[config.mk]
export PLATFORM = sky130hd
export DESIGN_NAME = net_resolve_sampler_flat
export DESIGN_NICKNAME = d
export VERILOG_FILES = /design/src/rtl/net_resolve_sampler_if.sv /design/src/rtl/net_resolve_sampler.sv /design/src/flat_wrapper.sv
export SDC_FILE = /design/constraint.sdc
export NUM_CORES = 1
export LEC_CHECK = 0
export ABC_AREA = 0
export CAP_MARGIN = 10
export CORE_ASPECT_RATIO = 0.75
export CORE_UTILIZATION = 32
export CTS_CLUSTER_SIZE = 24
export DETAILED_ROUTE_END_ITERATION = 8
export GPL_TIMING_DRIVEN = 0
export HOLD_SLACK_MARGIN = 0.05
export PLACE_DENSITY = 0.78
export RECOVER_POWER = 50
export SLEW_MARGIN = 30
export SYNTH_ARGS = -nofsm -noshare
export SYNTH_HDL_FRONTEND = slang
export SYNTH_SLANG_ARGS = --single-unit
export TNS_END_PERCENT = 20
[constraint.sdc]
create_clock -name clk -period 1.6 [get_ports clk]
set_clock_uncertainty 0.2 [all_clocks]
set_input_delay 0.24 -clock clk [delete_from_list [all_inputs] [get_ports clk]]
set_output_delay 0.24 -clock clk [all_outputs]
set_load 0.005 [all_outputs]
[src/rtl/net_resolve_sampler_if.sv]
// Handshake and bus bundle for net_resolve_sampler.
// master: driver-model / checker side, slave: the resolver itself.
interface net_resolve_sampler_if #(
  parameter int NCH = 4,
  parameter int W   = 8
);
  logic             in_valid;
  logic             in_ready;
  logic [NCH*W-1:0] drv_val;
  logic [NCH*W-1:0] drv_oe;
  logic [NCH*W-1:0] drv_x;
  logic             out_valid;
  logic             out_ready;
  logic [W-1:0]     res_val;
  logic [W-1:0]     res_x;
  logic [W-1:0]     res_z;
  logic             conflict;

  modport master (
    output in_valid, drv_val, drv_oe, drv_x, out_ready,
    input  in_ready, out_valid, res_val, res_x, res_z, conflict
  );

  modport slave (
    input  in_valid, drv_val, drv_oe, drv_x, out_ready,
    output in_ready, out_valid, res_val, res_x, res_z, conflict
  );
endinterface

[src/rtl/net_resolve_sampler.sv]
// net_resolve_sampler: resolves NCH W-bit drivers into a registered
// 4-state net value (value/x/z planes) for tri, wand, wor, tri0, tri1 and
// trireg nets, behind a one-deep valid/ready output register.
// Optional transfer/conflict/decay statistics counters are enabled by
// defining NET_RESOLVE_STATS_EN.
module net_resolve_sampler #(
  parameter int NCH   = 4,
  parameter int W     = 8,
  parameter int MODE  = 0,
  parameter int DECAY = 3
) (
  input logic clk,
  input logic rst,
  net_resolve_sampler_if.slave bus
`ifdef NET_RESOLVE_STATS_EN
  ,
  output logic [15:0] stat_xfer,
  output logic [15:0] stat_conflict,
  output logic [15:0] stat_decay
`endif
);

  localparam logic [7:0] DECAY_C = 8'(DECAY);

  logic         xfer;
  logic [W-1:0] any_drv, any_x, any0, any1;
  logic [W-1:0] tri_x, tri_v;
  logic [W-1:0] nxt_val, nxt_x, nxt_z;
  logic [W-1:0] charge_val, charge_x, nxt_cval, nxt_cx;
  logic [W-1:0] decayed;
  logic [7:0]   cnt     [W];
  logic [7:0]   nxt_cnt [W];
  logic         conflict_nxt;

  assign bus.in_ready = !bus.out_valid || bus.out_ready;
  assign xfer         = bus.in_valid && bus.in_ready;

  // Per-bit summary of the active drivers: anyone driving, any X, any clean 0, any clean 1.
  always_comb begin
    any_drv = '0;
    any_x   = '0;
    any0    = '0;
    any1    = '0;
    for (int c = 0; c < NCH; c++) begin
      any_drv = any_drv | bus.drv_oe[c*W +: W];
      any_x   = any_x | (bus.drv_oe[c*W +: W] & bus.drv_x[c*W +: W]);
      any0    = any0 | (bus.drv_oe[c*W +: W] & ~bus.drv_x[c*W +: W] & ~bus.drv_val[c*W +: W]);
      any1    = any1 | (bus.drv_oe[c*W +: W] & ~bus.drv_x[c*W +: W] & bus.drv_val[c*W +: W]);
    end
  end

  assign tri_x        = any_x | (any0 & any1);
  assign tri_v        = any1 & ~tri_x;
  assign conflict_nxt = |(any0 & any1);

  // Net-kind resolution plus the trireg charge/decay bookkeeping for the next transfer.
  always_comb begin
    nxt_val  = '0;
    nxt_x    = '0;
    nxt_z    = '0;
    nxt_cval = charge_val;
    nxt_cx   = charge_x;
    nxt_cnt  = cnt;
    decayed  = '0;
    for (int b = 0; b < W; b++) begin
      case (MODE)
        1: begin
          if (!any_drv[b]) nxt_z[b] = 1'b1;
          else if (!any0[b]) begin
            if (any_x[b]) nxt_x[b] = 1'b1;
            else          nxt_val[b] = 1'b1;
          end
        end
        2: begin
          if (!any_drv[b])   nxt_z[b] = 1'b1;
          else if (any1[b])  nxt_val[b] = 1'b1;
          else if (any_x[b]) nxt_x[b] = 1'b1;
        end
        5: begin
          if (any_drv[b]) begin
            nxt_val[b]  = tri_v[b];
            nxt_x[b]    = tri_x[b];
            nxt_cval[b] = tri_v[b];
            nxt_cx[b]   = tri_x[b];
            nxt_cnt[b]  = '0;
          end else if (cnt[b] < DECAY_C) begin
            nxt_val[b] = charge_val[b];
            nxt_x[b]   = charge_x[b];
            nxt_cnt[b] = cnt[b] + 8'd1;
          end else begin
            nxt_x[b]    = 1'b1;
            nxt_cval[b] = 1'b0;
            nxt_cx[b]   = 1'b1;
            decayed[b]  = !charge_x[b];
          end
        end
        default: begin
          if (any_drv[b]) begin
            nxt_val[b] = tri_v[b];
            nxt_x[b]   = tri_x[b];
          end else if (MODE == 4) nxt_val[b] = 1'b1;
          else if (MODE == 0)     nxt_z[b] = 1'b1;
        end
      endcase
    end
  end

  // Output register and trireg charge store; both only move on an accepted transfer.
  always_ff @(posedge clk) begin
    if (rst) begin
      bus.out_valid <= 1'b0;
      bus.res_val   <= '0;
      bus.res_x     <= '1;
      bus.res_z     <= '0;
      bus.conflict  <= 1'b0;
      charge_val    <= '0;
      charge_x      <= '1;
      for (int b = 0; b < W; b++) cnt[b] <= '0;
    end else if (xfer) begin
      bus.out_valid <= 1'b1;
      bus.res_val   <= nxt_val;
      bus.res_x     <= nxt_x;
      bus.res_z     <= nxt_z;
      bus.conflict  <= conflict_nxt;
      charge_val    <= nxt_cval;
      charge_x      <= nxt_cx;
      cnt           <= nxt_cnt;
    end else if (bus.out_ready) begin
      bus.out_valid <= 1'b0;
    end
  end

`ifdef NET_RESOLVE_STATS_EN
  logic [16:0] decay_sum;

  assign decay_sum = {1'b0, stat_decay} + 17'($countones(decayed));

  // Saturating statistics, updated once per accepted transfer.
  always_ff @(posedge clk) begin
    if (rst) begin
      stat_xfer     <= '0;
      stat_conflict <= '0;
      stat_decay    <= '0;
    end else if (xfer) begin
      if (stat_xfer != 16'hFFFF) stat_xfer <= stat_xfer + 16'd1;
      if (conflict_nxt && stat_conflict != 16'hFFFF) stat_conflict <= stat_conflict + 16'd1;
      stat_decay <= decay_sum[16] ? 16'hFFFF : decay_sum[15:0];
    end
  end
`endif

endmodule
[src/flat_wrapper.sv]
// flat-port wrapper written by rule: the top's interface ports become plain ports
module net_resolve_sampler_flat 
#(
  parameter int NCH   = 4,
  parameter int W     = 8,
  parameter int MODE  = 0,
  parameter int DECAY = 3
)
  (clk, rst, bus_in_valid, bus_drv_val, bus_drv_oe, bus_drv_x, bus_out_ready, bus_in_ready, bus_out_valid, bus_res_val, bus_res_x, bus_res_z, bus_conflict);
  net_resolve_sampler_if #(.NCH(NCH), .W(W)) bus_i ();
  input logic clk;
  input logic rst;
  input wire logic [$bits(bus_i.in_valid)-1:0] bus_in_valid;
  input wire logic [$bits(bus_i.drv_val)-1:0] bus_drv_val;
  input wire logic [$bits(bus_i.drv_oe)-1:0] bus_drv_oe;
  input wire logic [$bits(bus_i.drv_x)-1:0] bus_drv_x;
  input wire logic [$bits(bus_i.out_ready)-1:0] bus_out_ready;
  output wire logic [$bits(bus_i.in_ready)-1:0] bus_in_ready;
  output wire logic [$bits(bus_i.out_valid)-1:0] bus_out_valid;
  output wire logic [$bits(bus_i.res_val)-1:0] bus_res_val;
  output wire logic [$bits(bus_i.res_x)-1:0] bus_res_x;
  output wire logic [$bits(bus_i.res_z)-1:0] bus_res_z;
  output wire logic [$bits(bus_i.conflict)-1:0] bus_conflict;
  assign bus_i.in_valid = bus_in_valid;
  assign bus_i.drv_val = bus_drv_val;
  assign bus_i.drv_oe = bus_drv_oe;
  assign bus_i.drv_x = bus_drv_x;
  assign bus_i.out_ready = bus_out_ready;
  assign bus_in_ready = bus_i.in_ready;
  assign bus_out_valid = bus_i.out_valid;
  assign bus_res_val = bus_i.res_val;
  assign bus_res_x = bus_i.res_x;
  assign bus_res_z = bus_i.res_z;
  assign bus_conflict = bus_i.conflict;
  net_resolve_sampler #(.NCH(NCH), .W(W), .MODE(MODE), .DECAY(DECAY)) u_core (.clk(clk), .rst(rst), .bus(bus_i));
endmodule
**Yosys cells after proc, flatten, opt, wreduce, memory -nomap -nowiden**

Index checks and enable logic that the tools add are counted.

- Input bits: 100
- Word-level logic and storage cells: 76
- Bits in registers: 26
- Output and inout port bits: 27

- Bitwise gates (word level): 40
- Multiplexer cells: 26
- Reduce and logical (&&, ||, !) cells: 5

Operators with widths:

| cell | count |
|---|---|
| $and A8 B8 Y8 | 18 |
| $or A8 B8 Y8 | 13 |
| $not A8 Y8 | 9 |
| $mux W1 | 26 |
| $reduce_or A8 Y1 | 1 |
| $reduce_bool A2 Y1 | 1 |
| $logic_and A1 B1 Y1 | 1 |
| $logic_not A1 Y1 | 1 |
| $logic_or A1 B1 Y1 | 1 |

**Depth between registers and ports, before layout**

Gate-level depths: netlist of the first run.

- Word-level depth: 11
- Depth in mapped cells: 6
- Depth with buffers taken out: 5

**Worst setup path after synthesis of the first run**

No wires, ideal clock.

- Path type: input to register
- Start point: input bus_drv_oe[7]
- End point: register u_core.bus.conflict
- Slack: -102 ps
- Library setup time: 119 ps
- Data required time: 1281 ps
- Cell stages on the path: 5
- Data arrival time: 1384 ps
- Buffers on the path: 0
- Path through: nor3b_1 > or4_4 > a22oi_2 > nand4_1 > o221a_1

- Cells in the longest elaborated chain, start to end: 7
- Elaborated cells on any way between the ends: 11
- Classes of those cells: bitwise (10); reduce/logical (1)

Ends and longest elaborated chain:

| what | RTL line | RTL |
|---|---|---|
| start, declared | flat_wrapper.sv:15 | `input wire logic [$bits(bus_i.drv_oe)-1:0] bus_drv_oe;` |
| $and A8 B8 Y8 (*) | net_resolve_sampler.sv:47, net_resolve_sampler.sv:48 |  |
| $and A8 B8 Y8, on equally long branches | net_resolve_sampler.sv:47, net_resolve_sampler.sv:48 |  |
| $or A8 B8 Y8, on equally long branches (3 in series) | net_resolve_sampler.sv:47, net_resolve_sampler.sv:48 |  |
| $and A8 B8 Y8 (*) | net_resolve_sampler.sv:54 | `assign conflict_nxt = \|(any0 & any1);` |
| $reduce_or A8 Y1 (*) | net_resolve_sampler.sv:54 |  |
| end signal, assigned | net_resolve_sampler.sv:124 | `bus.conflict <= conflict_nxt;` |
| end, declared | net_resolve_sampler_if.sv:26 | `output in_ready, out_valid, res_val, res_x, res_z, conflict` |

Mark *: on every way between the ends. The rest lies on a longest branch, timed or not.
A chain may end at the register's enable or synchronous reset.

**Worst setup path in the final report of the first run**

- Start point: input bus_drv_oe[19]
- End point: register u_core.bus.conflict

- Cells in the longest elaborated chain, start to end: 6
- Elaborated cells on any way between the ends: 9
- Classes of those cells: bitwise (8); reduce/logical (1)

Ends and longest elaborated chain:

| what | RTL line |
|---|---|
| $and A8 B8 Y8 (*) | net_resolve_sampler.sv:47, net_resolve_sampler.sv:48 |
| $and A8 B8 Y8, on equally long branches | net_resolve_sampler.sv:47, net_resolve_sampler.sv:48 |
| $or A8 B8 Y8, on equally long branches (2 in series) | net_resolve_sampler.sv:47, net_resolve_sampler.sv:48 |
| $and A8 B8 Y8 (*) | net_resolve_sampler.sv:54 |
| $reduce_or A8 Y1 (*) | net_resolve_sampler.sv:54 |

Marked as above.

==> load_flow_metrics.sql, run 1 <==
INSERT INTO impl_metrics (metric_group, metric, value, unit) VALUES
('timing', 'final-max-slew-violation-count', '0', ''),
('synth', 'synth_flop_cell', 'dfxtp_1', ''),
('worst_setup_path', 'worst_ep_arrival_time', '1.58', 'ns'),
('synth', 'synth.cell_area', '0.00180', 'sq mm'),
('layout', 'final_layout_size_suffix_gt1_frac', '0.222', ''),
('outcome', 'outcome', 'complete, but fails checks', ''),
('detailed_routing', 'met2WireLength', '3.26', 'mm'),
('global_routing', 'first_global_vias', '2191', ''),
('timing', 'layout_setup_ws', '-0.00882', 'ns'),
('timing', 'worst_pin_slew', '0.534', 'ns'),
('placed_design', 'number_of_cells_after_detailed_placement', '419', ''),
('pwr', 'leakage', '0.00139', 'uW'),
('pwr', 'clk_network_pwr_share', '0.237', ''),
('worst_setup_path', 'setup.reg_to_reg.worst_slack', '0.16', 'ns'),
('pwr', 'netSwitchingPower', '522', 'uW'),
('die', 'die_w', '88.6', 'microns'),
('die', 'number_of_rows_created_at_floorplan', '23', ''),
('min_path', 'holdCritPathClass', 'in2reg', ''),
('detailed_routing', 'drtPass1Iterations', '4', ''),
('worst_setup_path', 'worst_setup_path_start_kind', 'primary input', ''),
('worst_setup_path', 'setup.worst_path.start', 'bus_drv_oe[19]', ''),
('worst_setup_path', 'cp-end-kind', 'register', ''),
('worst_setup_path', 'crit_path_max_incr_delay', '0.43', 'ns'),
('synth', 'syn-instance-count', '219', ''),
('global_routing', 'wire_length_of_the_first_global_routing_pass', '9.94', 'mm'),
('min_path', 'holdCritStartpoint', 'bus_drv_oe[2]', ''),
('layout', 'area_growth_syn_to_layout', '81.1', '%'),
('job', 'maxCapViolations', '0', ''),
('detailed_routing', 'avgRoutedWirePerCell', '15.8', 'microns'),
('synth', 'synth_enable_flop_cells', '0', ''),
('worst_setup_path', 'critical_path_cell_with_the_highest_stage_delay', 'or4_4', ''),
('timing', 'timing.max_slew.rel_slack', '0.644', ''),
('layout', 'antenna_cells_inserted', '0', ''),
('timing', 'layout_min_cycle_time', '1.61', 'ns'),
('clocking', 'clock_tree_from_tritoncts', 'done', ''),
('synth', 'synth_warnings', '0', ''),
('detailed_routing', 'drtAntennaViolNets', '0', ''),
('outcome', 'failed_checks', 'negative setup slack', ''),
('worst_setup_path', 'regToRegStartpoint', 'u_core.bus.out_valid', ''),
('detailed_routing', 'route.detailed.drc', '0', ''),
('clocking', 'clock_latency', '0.27', 'ns'),
('detailed_routing', 'vias', '2353', ''),
('die', 'die-height', '66.9', 'microns'),
('worst_setup_path', 'crit_fanout', '4', ''),
('layout', 'num-nets-final', '453', ''),
('timing', 'timing_hold_violations_final', '0', ''),
('clocking', 'worst_setup_hold_path_clk_slew', '0.09', 'ns'),
('worst_setup_path', 'timing.critical_path.max_delay_family', 'simple AND/OR/NAND/NOR gates', ''),
('placed_design', 'detailed_place.area', '0.00315', 'sq mm'),
('die', 'initial_utilization', '0.334', ''),
('synth', 'syn-mean-instance-area', '8.21', 'sq um'),
('pwr', 'worst_ir_drop_vdd', '0.395', 'mV'),
('synth', 'synth.net_count', '319', ''),
('pwr', 'intPower', '1260', 'uW'),
('detailed_routing', 'dr_vias_cell', '5.51', ''),
('layout', 'final_cell_count_no_fill', '427', ''),
('die', 'core', '0.00538', 'sq mm'),
('detailed_routing', 'm1WireLength', '2.80', 'mm'),
('clocking', 'clock_sink_count', '26', ''),
('pwr', 'pwr-share-seq', '0.398', ''),
('placed_design', 'hpwlAfterDp', '5.11', 'mm'),
('pwr', 'pwr-share-comb', '0.365', ''),
('synth', 'seq_area_frac_synth', '0.289', ''),
('synth', 'yosys.cell_types.count', '35', ''),
('pwr', 'power_density', '548', 'mW/mm^2'),
('timing', 'setup_viol_count_final', '1', ''),
('timing', 'fin_worst_hold_slack', '0.152', 'ns'),
('timing', 'layout_worst_path_cycle_share', '1.01', ''),
('global_routing', 'grt_max_degree', '15', ''),
('placed_design', 'gpl.final_weighted_congestion', '0.784', ''),
('timing', 'max_freq', '0.622', 'GHz');
-- registers in the layout, summed over array words and instances (netlist names) --
register and flops:
u_core.bus.res_z 8, u_core.bus.out_valid 1, u_core.bus.res_val 8, u_core.bus.conflict 1
u_core.bus.res_x 8
-- logic make-up after synthesis --
logic type             after synthesis  share of synthesized area
and+or+nand+nor                    135                      0.469
buffers and inverters                8                     0.0181
AOI/OAI and AO/OA                   50                      0.223
DFF                                 26                      0.289
-- cell usage after synthesis (all sizes together), types with 2 or more instances --
| master | instances | area share |
|---|---|---|
| inv | 3 | 0.0063 |
| buf | 4 | 0.0097 |
| nand3b | 32 | 0.13 |
| a221o | 7 | 0.039 |
| o41ai | 2 | 0.024 |
| o21ai | 7 | 0.019 |
| a22o | 5 | 0.024 |
| or4 | 5 | 0.023 |
| dfxtp | 26 | 0.29 |
| a21oi | 10 | 0.028 |
| nand2 | 19 | 0.040 |
| nor2 | 17 | 0.035 |
| a22oi | 7 | 0.032 |
| nor3b | 28 | 0.12 |
| a221oi | 5 | 0.024 |
| nor4 | 8 | 0.028 |
| o31ai | 2 | 0.0083 |
| nand4 | 15 | 0.052 |
| nand3 | 4 | 0.011 |
| or3b | 3 | 0.015 |
-- through the flow --
stage,TNS (ns),worst slack [ns],util
after floorplan,-0.170,-0.0522,-
after global placement,-13.25,-0.815,0.585
after detailed placement,-13.27,-0.805,0.585
after CTS,-0.391,-0.139,0.597
after global routing,-0.107,-0.0375,0.605
final,-0.00882,-0.00882,0.605
-- path summary, 6_finish.rpt --
| kind | endpoint | cells past startpoint |
|---|---|---|
| hold reg to reg | u_core.bus.res_val[4] | 2 |
| hold / removal | u_core.bus.res_z[2] | 4 |
| setup / recovery | u_core.bus.conflict | 6 |
| setup reg to reg | u_core.bus.res_x[2] | 6 |
-- power groups by stage --
stage	Clock (uW)	Combinational (uW)	Sequential (uW)
global route	475	703	715
finish	424	651	711
global placement	0	669	720
detailed placement	0	679	723
floorplan	0	237	725
CTS	438	646	709
-- cells in the final DEF (no fill, tap or decap), types with 3 or more instances in the layout --
cell type	Yosys	final
a21oi_1	10	9
a221o_1	7	7
a221oi_1	5	3
a22o_1	5	5
a22oi_1	6	6
buf_2	2	3
buf_4	0	5
buf_6	0	3
clkbuf_2	0	23
clkbuf_8	0	4
clkdlybuf4s15_1	0	7
clkdlybuf4s15_2	0	3
clkdlybuf4s25_1	0	19
clkdlybuf4s50_1	0	10
dfxtp_1	26	22
dfxtp_2	0	4
dlygate4sd2_1	0	42
dlymetal6s2s_1	0	16
inv_1	3	3
nand2_1	19	14
nand2_2	0	3
nand3_1	4	3
nand3b_1	32	32
nand4_1	15	15
nor2_1	17	16
nor3b_1	28	19
nor3b_2	0	8
nor4_1	8	8
o21ai_0	7	7
or3b_4	0	3
or4_4	1	3
-- worst register-to-register path, delay by kind of cell, from the launching register on --
family / cells / cell delay, ns
simple gates: 2 / 0.19
compound gates: 2 / 0.24
buf+inv: 2 / 0.36
flops: 1 / 0.34
-- final cells by class --
class                   count  area (sq um)
well taps                  75          93.8
inverters                   3          11.3
repair buffers            129          1140
multi-input cells         185          1390
clock buffers               4          55.1
plain buffers               5          33.8
fillers                   513          2120
flip-flops and latches     26           526
-- layer usage --
layer	track usage	vias to the layer above
met4	0.0383	0
met1	0.284	1088
met2	0.354	99
li1	-	1152
met3	0.0520	14
met5	0	-
-- repair_timing --
item,CTS,global route
hold endpoints to repair,0,0
resized for setup,124,110
pin swaps,24,23
endpoints found under the setup margin,20,37
buffers inserted,2,2
Power figures use the tool's default switching activity.
==> run 2: changes to the inputs <==
--- a/config.mk
+++ b/config.mk
@@ -15,6 +15,7 @@
 export HOLD_SLACK_MARGIN = 0.05
 export PLACE_DENSITY = 0.78
 export RECOVER_POWER = 50
+export SETUP_SLACK_MARGIN = 0.4
 export SLEW_MARGIN = 30
 export SYNTH_ARGS = -nofsm -noshare
 export SYNTH_HDL_FRONTEND = slang
==> run 2 against run 1 <==
The run still ends with negative setup slack left. Clock-buffer cell count did not move. Utilization increased by 4.0 points. Combinational power is 18% higher. Maximum frequency fell by 3.9%. Largest power group is now combinational cells. Highest routed layer unchanged.
==> load_flow_metrics.sql, run 2 (same netlist as run 1, synthesis figures left out) <==
INSERT INTO impl_metrics (metric_group, metric, value, unit) VALUES
('pwr', 'clk_network_pwr_share', '0.222', ''),
('clocking', 'worst_setup_hold_path_clk_slew', '0.09', 'ns'),
('timing', 'max_freq', '0.597', 'GHz'),
('pwr', 'power_density', '550', 'mW/mm^2'),
('die', 'number_of_rows_created_at_floorplan', '23', ''),
('layout', 'num-nets-final', '463', ''),
('detailed_routing', 'finalWirelength', '7.19', 'mm'),
('placed_design', 'detailed_place.area', '0.00315', 'sq mm'),
('outcome', 'outcome', 'complete, but fails checks', ''),
('global_routing', 'antenna_violations_before_repair', '0', ''),
('timing', 'layout_worst_path_cycle_share', '1.05', ''),
('worst_setup_path', 'crit_type', 'in2reg', ''),
('worst_setup_path', 'setup.reg_to_reg.worst_slack', '0.14', 'ns'),
('global_routing', 'overflow', '0', ''),
('pwr', 'leakage', '0.00144', 'uW'),
('die', 'die_w', '88.6', 'microns'),
('clocking', 'ctsLongestPathBuffers', '2', ''),
('pwr', 'intPower', '1330', 'uW'),
('timing', 'rsz0062_at_grt', 'true', ''),
('die', 'die_area', '0.00593', 'sq mm'),
('global_routing', 'total_global_routing_track_utilization', '0.225', ''),
('layout', 'final_common_cell', 'buf_2', ''),
('detailed_routing', 'drtPass1Iterations', '4', ''),
('detailed_routing', 'vias', '2379', ''),
('layout', 'final_layout_size_suffix_gt1_frac', '0.475', ''),
('clocking', 'cts-buffers-inserted', '3', ''),
('worst_setup_path', 'worst_setup_path_start_kind', 'primary input', ''),
('global_routing', 'first_global_vias', '2284', ''),
('timing', 'timing_hold_violations_final', '0', ''),
('global_routing', 'grt_max_degree', '15', ''),
('layout', 'area_growth_syn_to_layout', '93.2', '%'),
('pwr', 'sw_frac_of_total', '0.303', ''),
('worst_setup_path', 'data_required_time_at_the_worst_endpoint', '1.56', 'ns'),
('timing', 'final-max-slew-violation-count', '0', ''),
('outcome', 'failed_checks', 'negative setup slack', ''),
('pwr', 'netSwitchingPower', '578', 'uW'),
('layout', 'final_cell_count_no_fill', '437', ''),
('timing', 'totalNegativeSetupSlack', '-0.0879', 'ns'),
('pwr', 'worst_ir_drop_vdd', '0.299', 'mV'),
('placed_design', 'gpl.final_weighted_congestion', '0.862', ''),
('placed_design', 'number_of_cells_after_detailed_placement', '419', ''),
('detailed_routing', 'dr_vias_cell', '5.44', ''),
('die', 'ioPinCount', '127', ''),
('timing', 'fin_worst_hold_slack', '0.102', 'ns'),
('layout', 'final_cell_mix', '42 x buf_2, 32 x nand3b_1, 25 x dfxtp_1, 21 x buf_6, 20 x clkbuf_2', ''),
('pwr', 'pwr-share-seq', '0.374', ''),
('layout', 'post-route-cell-area', '0.00347', 'sq mm'),
('pwr', 'p_total', '1910', 'uW'),
('timing', 'layout_min_cycle_time', '1.67', 'ns'),
('die', 'initial_utilization', '0.334', ''),
('clocking', 'clock_sink_count', '26', ''),
('clocking', 'cts.htree.levels', '1', ''),
('timing', 'layout_setup_ws', '-0.0744', 'ns'),
('die', 'core', '0.00538', 'sq mm'),
('placed_design', 'port_buffers', '125', ''),
('detailed_routing', 'detail_route.iter0.violations', '109', ''),
('clocking', 'postCtsHoldBufs', '0', ''),
('die', 'die-height', '66.9', 'microns'),
('layout', 'antenna_cells_inserted', '0', ''),
('clocking', 'cts_root_buf', 'clkbuf_8', ''),
('placed_design', 'hpwlAfterDp', '4.97', 'mm'),
('timing', 'timing.max_slew.rel_slack', '0.630', ''),
('worst_setup_path', 'crit_fanout', '2', ''),
('pwr', 'pwr-share-comb', '0.403', ''),
('worst_setup_path', 'worst_ep_arrival_time', '1.63', 'ns'),
('timing', 'worst_pin_slew', '0.550', 'ns'),
('job', 'maxCapViolations', '0', ''),
('clocking', 'clock_tree_from_tritoncts', 'done', ''),
('clocking', 'clock_latency', '0.27', 'ns'),
('detailed_routing', 'drtAntennaViolNets', '0', ''),
('timing', 'setup_viol_count_final', '2', ''),
('detailed_routing', 'avgRoutedWirePerCell', '16.5', 'microns'),
('worst_setup_path', 'cp-end-kind', 'register', ''),
('global_routing', 'wire_length_of_the_first_global_routing_pass', '10.4', 'mm'),
('min_path', 'holdCritPathClass', 'in2reg', ''),
('layout', 'reg.largest.list', 'u_core.bus.res_val: 8 flops, u_core.bus.res_x: 8 flops, u_core.bus.res_z: 8 flops', ''),
('detailed_routing', 'route.detailed.drc', '0', '');
==> run 2: routing by layer <==
layer  wire length, microns  track usage  vias up
met4                     75       0.0363        0
met3                    365       0.0434       10
met5                      0            0        -
li1                       -            -     1173
met2                   3570        0.396       69
met1                   3180        0.288     1127
==> run 2: final timing paths <==
kind / start / to / cells after the start
worst max register to register: u_core.bus.out_valid / u_core.bus.conflict / 5
worst min register to register: u_core.bus.res_val[3] / u_core.bus.res_val[3] / 2
worst max-delay path: bus_drv_oe[31] / u_core.bus.conflict / 6
worst min-delay path: bus_drv_oe[19] / u_core.bus.res_z[3] / 4
==> run 2: final cells by class <==
cell class / instances / area [sq um]
multi-input cells: 185 / 1590
plain buffers: 5 / 57.6
inverters: 3 / 11.3
flip-flops and latches: 26 / 522
fillers: 484 / 1910
repair buffers: 139 / 1140
well taps: 75 / 93.8
clock buffers: 4 / 55.1
==> run 2: timing repair <==
item                       CTS  global route
setup endpoints to repair   53            32
gates cloned                 2             0
setup buffers                9             3
pin swaps                   56            49
resized for setup          466            86
==> run 2: power by group through the flow <==
stage	combinational, uW	clock (uW)	sequential, uW
finish	770	425	715
global route	825	455	719
CTS	711	424	718
detailed placement	679	0	723
global placement	671	0	721
floorplan	239	0	725
==> run 2: critical path, stage by stage <==
cell,delay (ns)
buf_8,0.10
nor3b_4,0.13
or4_4,0.55
a22oi_2,0.22
nand4_1,0.15
o221a_1,0.25
==> run 2: through the flow <==
step	setup WS [ns]	util
after floorplan	-0.0522	-
after global placement	-0.793	0.585
after detailed placement	-0.837	0.585
after CTS	-0.0381	0.630
after global routing	-0.0732	0.646
final	-0.0744	0.646
